==> src/rtl/beep_pkg.sv <==
// Shared definitions for the melody sequencer: FSM encoding and special note codes.
package beep_pkg;

  typedef enum logic [2:0] {
    StIdle,
    StFetch,
    StWait,
    StPlay,
    StPaused
  } state_e;

  localparam logic [7:0] END_MARKER = 8'hFF;
  localparam logic [7:0] REST_NOTE  = 8'h00;

endpackage

==> src/rtl/beat_timer.sv <==
// Beat position counter with end-of-beat and muted-gap flags.
module beat_timer #(
  parameter int unsigned BEAT_CYCLES = 16777216,
  parameter int unsigned GAP_CYCLES  = 65536
) (
  input  logic        clk,
  input  logic        clear,
  input  logic        enable,
  output logic [23:0] cnt,
  output logic        beat_end,
  output logic        in_gap
);

  localparam logic [31:0] BeatLast  = BEAT_CYCLES - 1;
  localparam logic [31:0] PlayLimit = BEAT_CYCLES - GAP_CYCLES;

  always_ff @(posedge clk) begin
    if (clear) begin
      cnt <= '0;
    end else if (enable) begin
      cnt <= cnt + 24'd1;
    end
  end

  assign beat_end = ({8'd0, cnt} == BeatLast);
  assign in_gap   = ({8'd0, cnt} >= PlayLimit);

endmodule

==> src/rtl/melody_sequencer.sv <==
// Steps through a synchronous music ROM one beat per entry, driving a tone generator.
module melody_sequencer
  import beep_pkg::*;
#(
  parameter int unsigned BEAT_CYCLES = 16777216,
  parameter int unsigned GAP_CYCLES  = 65536
) (
  input  logic       clk,
  input  logic       rst,
  input  logic       start,
  input  logic       stop,
  input  logic       pause,
  input  logic       loop_en,
  output logic [7:0] rom_addr,
  input  logic [7:0] rom_note,
  output logic [7:0] note_out,
  output logic       note_valid,
  output logic       busy,
  output logic       done
);

  localparam logic [31:0] PlayLimit = BEAT_CYCLES - GAP_CYCLES;

  state_e      state;
  logic [23:0] beat_cnt;
  logic        beat_end;
  logic        in_gap;
  logic        gap_next;
  logic        tmr_clear;
  logic        tmr_enable;

  // The PLAY cycle that sees pause still consumes its count; only PAUSED holds it.
  assign tmr_clear  = rst || (state == StIdle) || (state == StWait);
  assign tmr_enable = (state == StPlay) && !stop && !beat_end;

  // note_valid is registered, so it looks one count ahead.
  assign gap_next = (({8'd0, beat_cnt} + 32'd1) >= PlayLimit);

  beat_timer #(
    .BEAT_CYCLES(BEAT_CYCLES),
    .GAP_CYCLES (GAP_CYCLES)
  ) u_timer (
    .clk     (clk),
    .clear   (tmr_clear),
    .enable  (tmr_enable),
    .cnt     (beat_cnt),
    .beat_end(beat_end),
    .in_gap  (in_gap)
  );

  always_ff @(posedge clk) begin
    if (rst) begin
      state      <= StIdle;
      rom_addr   <= 8'd0;
      note_out   <= 8'd0;
      note_valid <= 1'b0;
      busy       <= 1'b0;
      done       <= 1'b0;
    end else begin
      done <= 1'b0;
      if (stop && (state != StIdle)) begin
        state      <= StIdle;
        note_valid <= 1'b0;
        busy       <= 1'b0;
      end else begin
        unique case (state)
          StIdle: begin
            if (start && !stop) begin
              rom_addr <= 8'd0;
              state    <= StFetch;
              busy     <= 1'b1;
            end
          end
          StFetch: state <= StWait;
          StWait: begin
            if (rom_note == END_MARKER) begin
              // Looping from address 0 onto a marker would spin forever; finish instead.
              if (loop_en && (rom_addr != 8'd0)) begin
                rom_addr <= 8'd0;
                state    <= StFetch;
              end else begin
                state <= StIdle;
                busy  <= 1'b0;
                done  <= 1'b1;
              end
            end else begin
              note_out   <= rom_note;
              note_valid <= (rom_note != REST_NOTE);
              state      <= StPlay;
            end
          end
          StPlay: begin
            if (beat_end) begin
              note_valid <= 1'b0;
              if ((rom_addr == 8'hFF) && !loop_en) begin
                state <= StIdle;
                busy  <= 1'b0;
                done  <= 1'b1;
              end else begin
                rom_addr <= rom_addr + 8'd1;
                state    <= StFetch;
              end
            end else if (pause) begin
              note_valid <= 1'b0;
              state      <= StPaused;
            end else begin
              note_valid <= (note_out != REST_NOTE) && !gap_next;
            end
          end
          StPaused: begin
            if (!pause) begin
              note_valid <= (note_out != REST_NOTE) && !in_gap;
              state      <= StPlay;
            end
          end
          default: begin
            state      <= StIdle;
            note_valid <= 1'b0;
            busy       <= 1'b0;
          end
        endcase
      end
    end
  end

endmodule

==> config.mk <==
export PLATFORM = sky130hd
export DESIGN_NAME = melody_sequencer
export DESIGN_NICKNAME = d
export VERILOG_FILES = /design/src/rtl/beep_pkg.sv /design/src/rtl/beat_timer.sv /design/src/rtl/melody_sequencer.sv
export SDC_FILE = /design/constraint.sdc
export NUM_CORES = 1
export LEC_CHECK = 0
export BUFFER_PORTS_ARGS = -buffer_cell sky130_fd_sc_hd__buf_2
export CELL_PAD_IN_SITES_DETAIL_PLACEMENT = 1
export CELL_PAD_IN_SITES_GLOBAL_PLACEMENT = 2
export CORE_MARGIN = 2
export CORE_UTILIZATION = 31
export CTS_BUF_LIST = sky130_fd_sc_hd__clkbuf_16
export DETAILED_ROUTE_END_ITERATION = 6
export PLACE_DENSITY_LB_ADDON = 0.15
export SYNTH_ARGS = -nofsm -noshare
export SYNTH_HDL_FRONTEND = slang
export SYNTH_SLANG_ARGS = --single-unit
==> constraint.sdc <==
create_clock -name clk -period 2.2 [get_ports clk]
set_input_delay 0.22 -clock clk [delete_from_list [all_inputs] [get_ports clk]]
set_output_delay 0.22 -clock clk [all_outputs]
set_load 0.05 [all_outputs]
**After elaboration in Yosys (flattened, before gate mapping)**

Index checks and enable logic that the tools add are counted.

- Bits in registers: 46
- Input bits: 14

- Equal/unequal tests: 17
- Reductions and logical operators: 29
- $add $sub $neg: 3
- Order comparisons: 2
- Multiplexer cells: 30
- Bitwise operators: 4

Operators by type and width:

| cell | count |
|---|---|
| 2-to-1 mux 8 bit | 5 |
| adder 24 x 1 -> 25 bit, second input constant | 1 |
| greater-or-equal comparator 25 x 24 -> 1 bit, second input constant | 1 |
| adder 24 x 1 -> 24 bit, second input constant | 1 |
| == test 24 bit, second input constant | 1 |
| greater-or-equal comparator 24 bit, second input constant | 1 |
| one-hot mux 8 bit (3 select lines) | 1 |
| nonzero test 8 bit | 3 |
| == test 8 bit, second input constant | 2 |
| 2-to-1 mux 1 bit | 15 |
| 2-to-1 mux 3 bit | 5 |
| one-hot mux 3 bit (5 select lines) | 1 |
| != test 2 bit, second input constant | 5 |
| AND reduction 3 bit | 3 |
| adder 8 x 1 -> 8 bit, second input constant | 1 |
| logical AND 1 bit | 8 |
| != test 2 x 1 -> 1 bit, second input constant | 4 |
| one-hot mux 1 bit (4 select lines) | 2 |
| AND reduction 7 bit | 1 |
| == test 3 x 2 -> 1 bit, second input constant | 2 |
| AND reduction 6 bit | 1 |
| nonzero test 3 bit | 2 |
| OR reduction 2 bit | 3 |
| logical NOT 1 bit | 5 |
| 7 further kinds | 11 |

**Logic depth before layout (Yosys ltp)**

- Depth in word-level cells: 7
- Gate-level depth with buffers: 9

**By module**

From an unflattened synthesis, not the netlist that was laid out.

- Cells, all modules: 291
- Area total of the unflattened synthesis: 2448.6 um2

By module, submodules not included:

| module | instances | cells an instance | area an instance (um2) |
|---|---|---|---|
| melody_sequencer | 1 | 158 | 1306.3 |
| beat_timer | 1 | 133 | 1142.3 |

**Worst setup path after synthesis**

Ideal clock, no wire load.

- Path type: register to register
- Start point: register rom_addr[0]
- End point: register rom_addr[4]
- Path buffers: 0
- Setup slack: -0.163 ns
- Required time: 2.132 ns
- Period minus slack after synthesis: 2.363 ns
- Arrival time: 2.296 ns
- Cell stages (with the launch flop): 8
- Cell sequence: dfxtp_1 > ha_1 > nand2_1 > nor4b_1 > nor3_4 > nand4_1 > mux2_4 > a21oi_2

- Word-level cells in the longest chain between the ends: 4
- Elaborated cells between the ends (all ways): 11

RTL lines:

| item | RTL line | source |
|---|---|---|
| start, declared | melody_sequencer.sv:14 | `output logic [7:0] rom_addr,` |
| start signal, assigned | melody_sequencer.sv:100 | `rom_addr <= rom_addr + 8'd1;` |
| adder 8 x 1 -> 8 bit, or another cell as far along | melody_sequencer.sv:100 |  |
| 2-to-1 mux 8 bit, or another cell as far along | melody_sequencer.sv:95 | `if ((rom_addr == 8'hFF) && !loop_en) begin` |
| 2-to-1 mux 8 bit, or another cell as far along | melody_sequencer.sv:93 | `if (beat_end) begin` |
| one-hot mux 8 bit (3 select lines) or AND reduction 7 bit (tied branches) | n/a |  |

Parallel ways exist; a longest one is shown, timed or not. The select of a mux whose other input is x is not followed.
A chain may end at the register's enable or synchronous reset.

**Worst setup path in the final report**

- Start point: register u_timer.cnt[5]
- End point: register rom_addr[5]

- Word-level cells in the longest chain between the ends: 3

RTL lines:

| item | RTL line | source |
|---|---|---|
| start, declared | beat_timer.sv:9 | `output logic [23:0] cnt,` |
| start signal, assigned | beat_timer.sv:21 | `cnt <= cnt + 24'd1;` |
| == test 24 bit | beat_timer.sv:25 | `assign beat_end = ({8'd0, cnt} == BeatLast);` |
| != test 2 bit (no source line) | n/a |  |
| AND reduction 7 bit (no source line) | n/a |  |

Every way passes these cells.

==> qor.yml <==
outcome:
  status: "finished, final reports clean"
sta:
  hold_slack_ns: 0.2002
  tightest_slew_ns: 0.5364
  rsz0062_at_grt: "true"
  finalHoldViolations: 0
  slew_headroom_pct: 63.97
  drv_slew: 0
  fin_worst_skew_ns: 0.006029
  min_period_ns: 2.095
  fmax_mhz: 477.4
  finalSetupViolCount: 0
  period_share_pct: 95.21
critical_path:
  arrival_ns: 2.30
  setup.worst_path.start_class: "flip-flop"
  r2r_slack_ns: 0.11
  cp_slowest_cell: "or4_1"
  rr_worst_depth: 6
  required_ns: 2.41
  path_delay_family: "simple AND/OR/NAND/NOR gates"
  cp.depth: 6
  reg2reg_to: "rom_addr[5]"
  r2r-start: "u_timer.cnt[5]"
  critPathBufInv: 0
  crit_chain: "nand4_4 -> nor4_4 -> nor4b_4 -> nand3_2 -> or4_1 -> a31oi_1"
  cp_max_fo: 4
  critPathKind: "reg2reg"
  end_kind: "flip-flop"
  crit_path_max_incr_delay_ns: 0.42
clocking:
  h-tree-depth: 2
  cts-buffers-inserted: 5
  clock_path_buffers: 2
  cts_tree: "done"
  clkSlewWorstSetupHoldPaths_ns: 0.07
  clk_latency_ns: 0.29
  clockRootBuffer: "clkbuf_16"
  cts_hold_buf: 0
  cts_sinks: 46
run:
  cap_viol_max_count: 0
power:
  p_clk_share_pct: 42.3
  swShare_pct: 25.83
  ir_drop_mv: 0.2391
  p_sw_uw: 458.6
  power_frac_comb_pct: 9.8
  power_density_nw_per_um2: 556.7
  p_leak_nw: 1.236
  p_int_mw: 1.317
  power_frac_seq_pct: 47.9
die:
  io_pins: 33
  placementRows: 32
  die_w_um: 93.89
  die-area_um2: 8815
  placeableCoreArea_um2: 7767
  die_h_um: 93.89
  start_util_pct: 32.25
hold_path:
  hold_depth: 3
  worstHoldEndpoint: "note_out[6]"
  hp-start: "rom_note[6]"
  hp-class: "in2reg"
final_layout:
  nets: 379
  areaGrowthSynthToFinish_pct: 27.32
  diodes: 0
  drive_above_1_share_pct: 26.17
  final_cells: 465
  final_common_cell: "nor2_1"
  layout_common_cells: "nor2_1, dfxtp_1, buf_2"
place:
  io_buffers: 32
  dpl.hpwl_mm: 5.395
  gp_congestion: 0.7801
  placed_cells: 456
global_routing:
  grt.overflow.total: 0
  grt_usage_pct: 17.37
  grt_max_degree: 25
  grt_pass1_wl_mm: 12.19
  grt_pass1_vias: 2462
  antenna_found_initial: 0
detailed_routing:
  vias: 2445
  vias_per_cell: 5.258
  drt_iter0_drc: 50
  wl_per_cell_um: 15.87
  drtPass1Iterations: 5
  ant_nets: 0
  drc_errors: 0
  routed_wl_mm: 7.379
logic_synthesis:
  synth_edf_count: 0
  synthFlopType: "dfxtp_1"
  syn_avg_cell_area_um2: 8.240
  synth-seq-area-share_pct: 36.76
  synth_nets: 321
  netlist_area_um2: 2505
  ys_async_sr_fraction_pct: 0
  netlist_instances: 304
  yosysWarningCount: 0
  synth.ff_latch_count: 46
  synthDistinctLibCells: 50
-- registers in the layout (all words and copies together), names as in the netlist --
register / cells
u_timer.cnt: 24
rom_addr: 8
note_valid: 1
busy: 1
done: 1
note_out: 8
state: 3
-- cells in the mapped netlist (2+ instances only) --
cell type,number,area (um2)
a211oi_1,3,22.52
o22ai_1,4,25.02
nand2_1,23,86.33
nand4_2,2,25.02
and4_1,3,26.28
nor3_1,10,50.05
a31oi_1,3,18.77
dfxtp_1,46,920.9
nand4_1,13,81.33
a21oi_1,20,100.1
and3_1,5,31.28
clkbuf_1,9,33.78
nand2b_1,4,25.02
xnor2_1,13,113.9
nand4b_1,2,17.52
or4_1,3,22.52
xor2_1,7,61.31
ha_1,3,37.54
o21ai_0,9,45.04
nor4b_1,2,17.52
inv_1,10,37.54
a221oi_1,2,17.52
nor2_1,45,168.9
or3_1,7,43.79
a41oi_1,2,17.52
o21bai_1,2,15.01
mux2i_1,8,80.08
nor4_1,8,50.05
o211ai_1,3,22.52
or4b_2,2,20.02
nand3_1,12,60.06
-- cells by family after synthesis --
family | after synthesis | synth area share [%]
XOR/XNOR | 20 | 6.993
adder cells (fa/ha/maj) | 3 | 1.499
buffers and inverters | 20 | 3.047
multiplexers | 9 | 3.796
AND/OR/NAND/NOR | 152 | 34.62
flip-flops | 46 | 36.76
AO/OA/AOI/OAI | 54 | 13.29
-- timing repair --
| item | 4_1_cts | 5_1_grt |
|---|---|---|
| endpoints found under the setup margin | 0 | 17 |
| buffers inserted | 0 | 1 |
| gates resized for setup | 0 | 19 |
-- routing by layer --
metal / track usage (%) / routed length [um] / up-vias
met3: 2.809 / 149 / 6
met2: 30.83 / 3650 / 23
li1: - / - / 1225
met4: 3.865 / 58 / 0
met1: 22.00 / 3521 / 1191
met5: 0 / 0 / -
-- power by group through the flow --
| stage | combinational [mW] | sequential, mW | clock (mW) |
|---|---|---|---|
| detailed placement | 0.173 | 0.872 | 0 |
| global route | 0.190 | 0.851 | 0.812 |
| global placement | 0.174 | 0.872 | 0 |
| CTS | 0.174 | 0.852 | 0.774 |
| finish | 0.175 | 0.850 | 0.750 |
| floorplan | 0.0827 | 0.893 | 0 |
-- metrics by stage --
stage                     power [mW]  worst slack [ns]  util (%)  area, um2  TNS (ns)
final                          1.775            0.1054     41.06       3189         0
after global routing           1.853          -0.06007     41.06       3189   -0.1234
after CTS                      1.800           0.01666     40.09       3114         0
after global placement         1.045           0.06118     38.27       2973         0
after floorplan               0.9759          -0.09459         -       2514   -0.5810
after detailed placement       1.045           0.05532     38.27       2973         0
-- layout make-up --
cell class,count,area [um2]
tap,102,127.6
sequential,46,934.6
timing repair buffer,61,377.9
multi-input combinational,238,1570
fill,951,4578
clock buffer,5,125.1
inverter,10,37.54
clock inverter,3,16.27
-- worst min-delay path, cell delays in order --
cell and delay (ns):
buf_2 0.10, mux2i_1 0.06, nor2_1 0.07
-- how the worst max path moves through the flow --
stage	startpoint	end	slack [ns]
3_5_place_dp	u_timer.cnt[20]	rom_addr[6]	0.06
2_1_floorplan	u_timer.cnt[0]	rom_addr[4]	-0.09
5_1_grt	rom_addr[0]	busy	-0.06
6_report	u_timer.cnt[5]	rom_addr[5]	0.11
3_3_place_gp	rom_addr[0]	busy	0.06
4_1_cts	u_timer.cnt[20]	rom_addr[6]	0.02
Power figures use the tool's default switching activity.
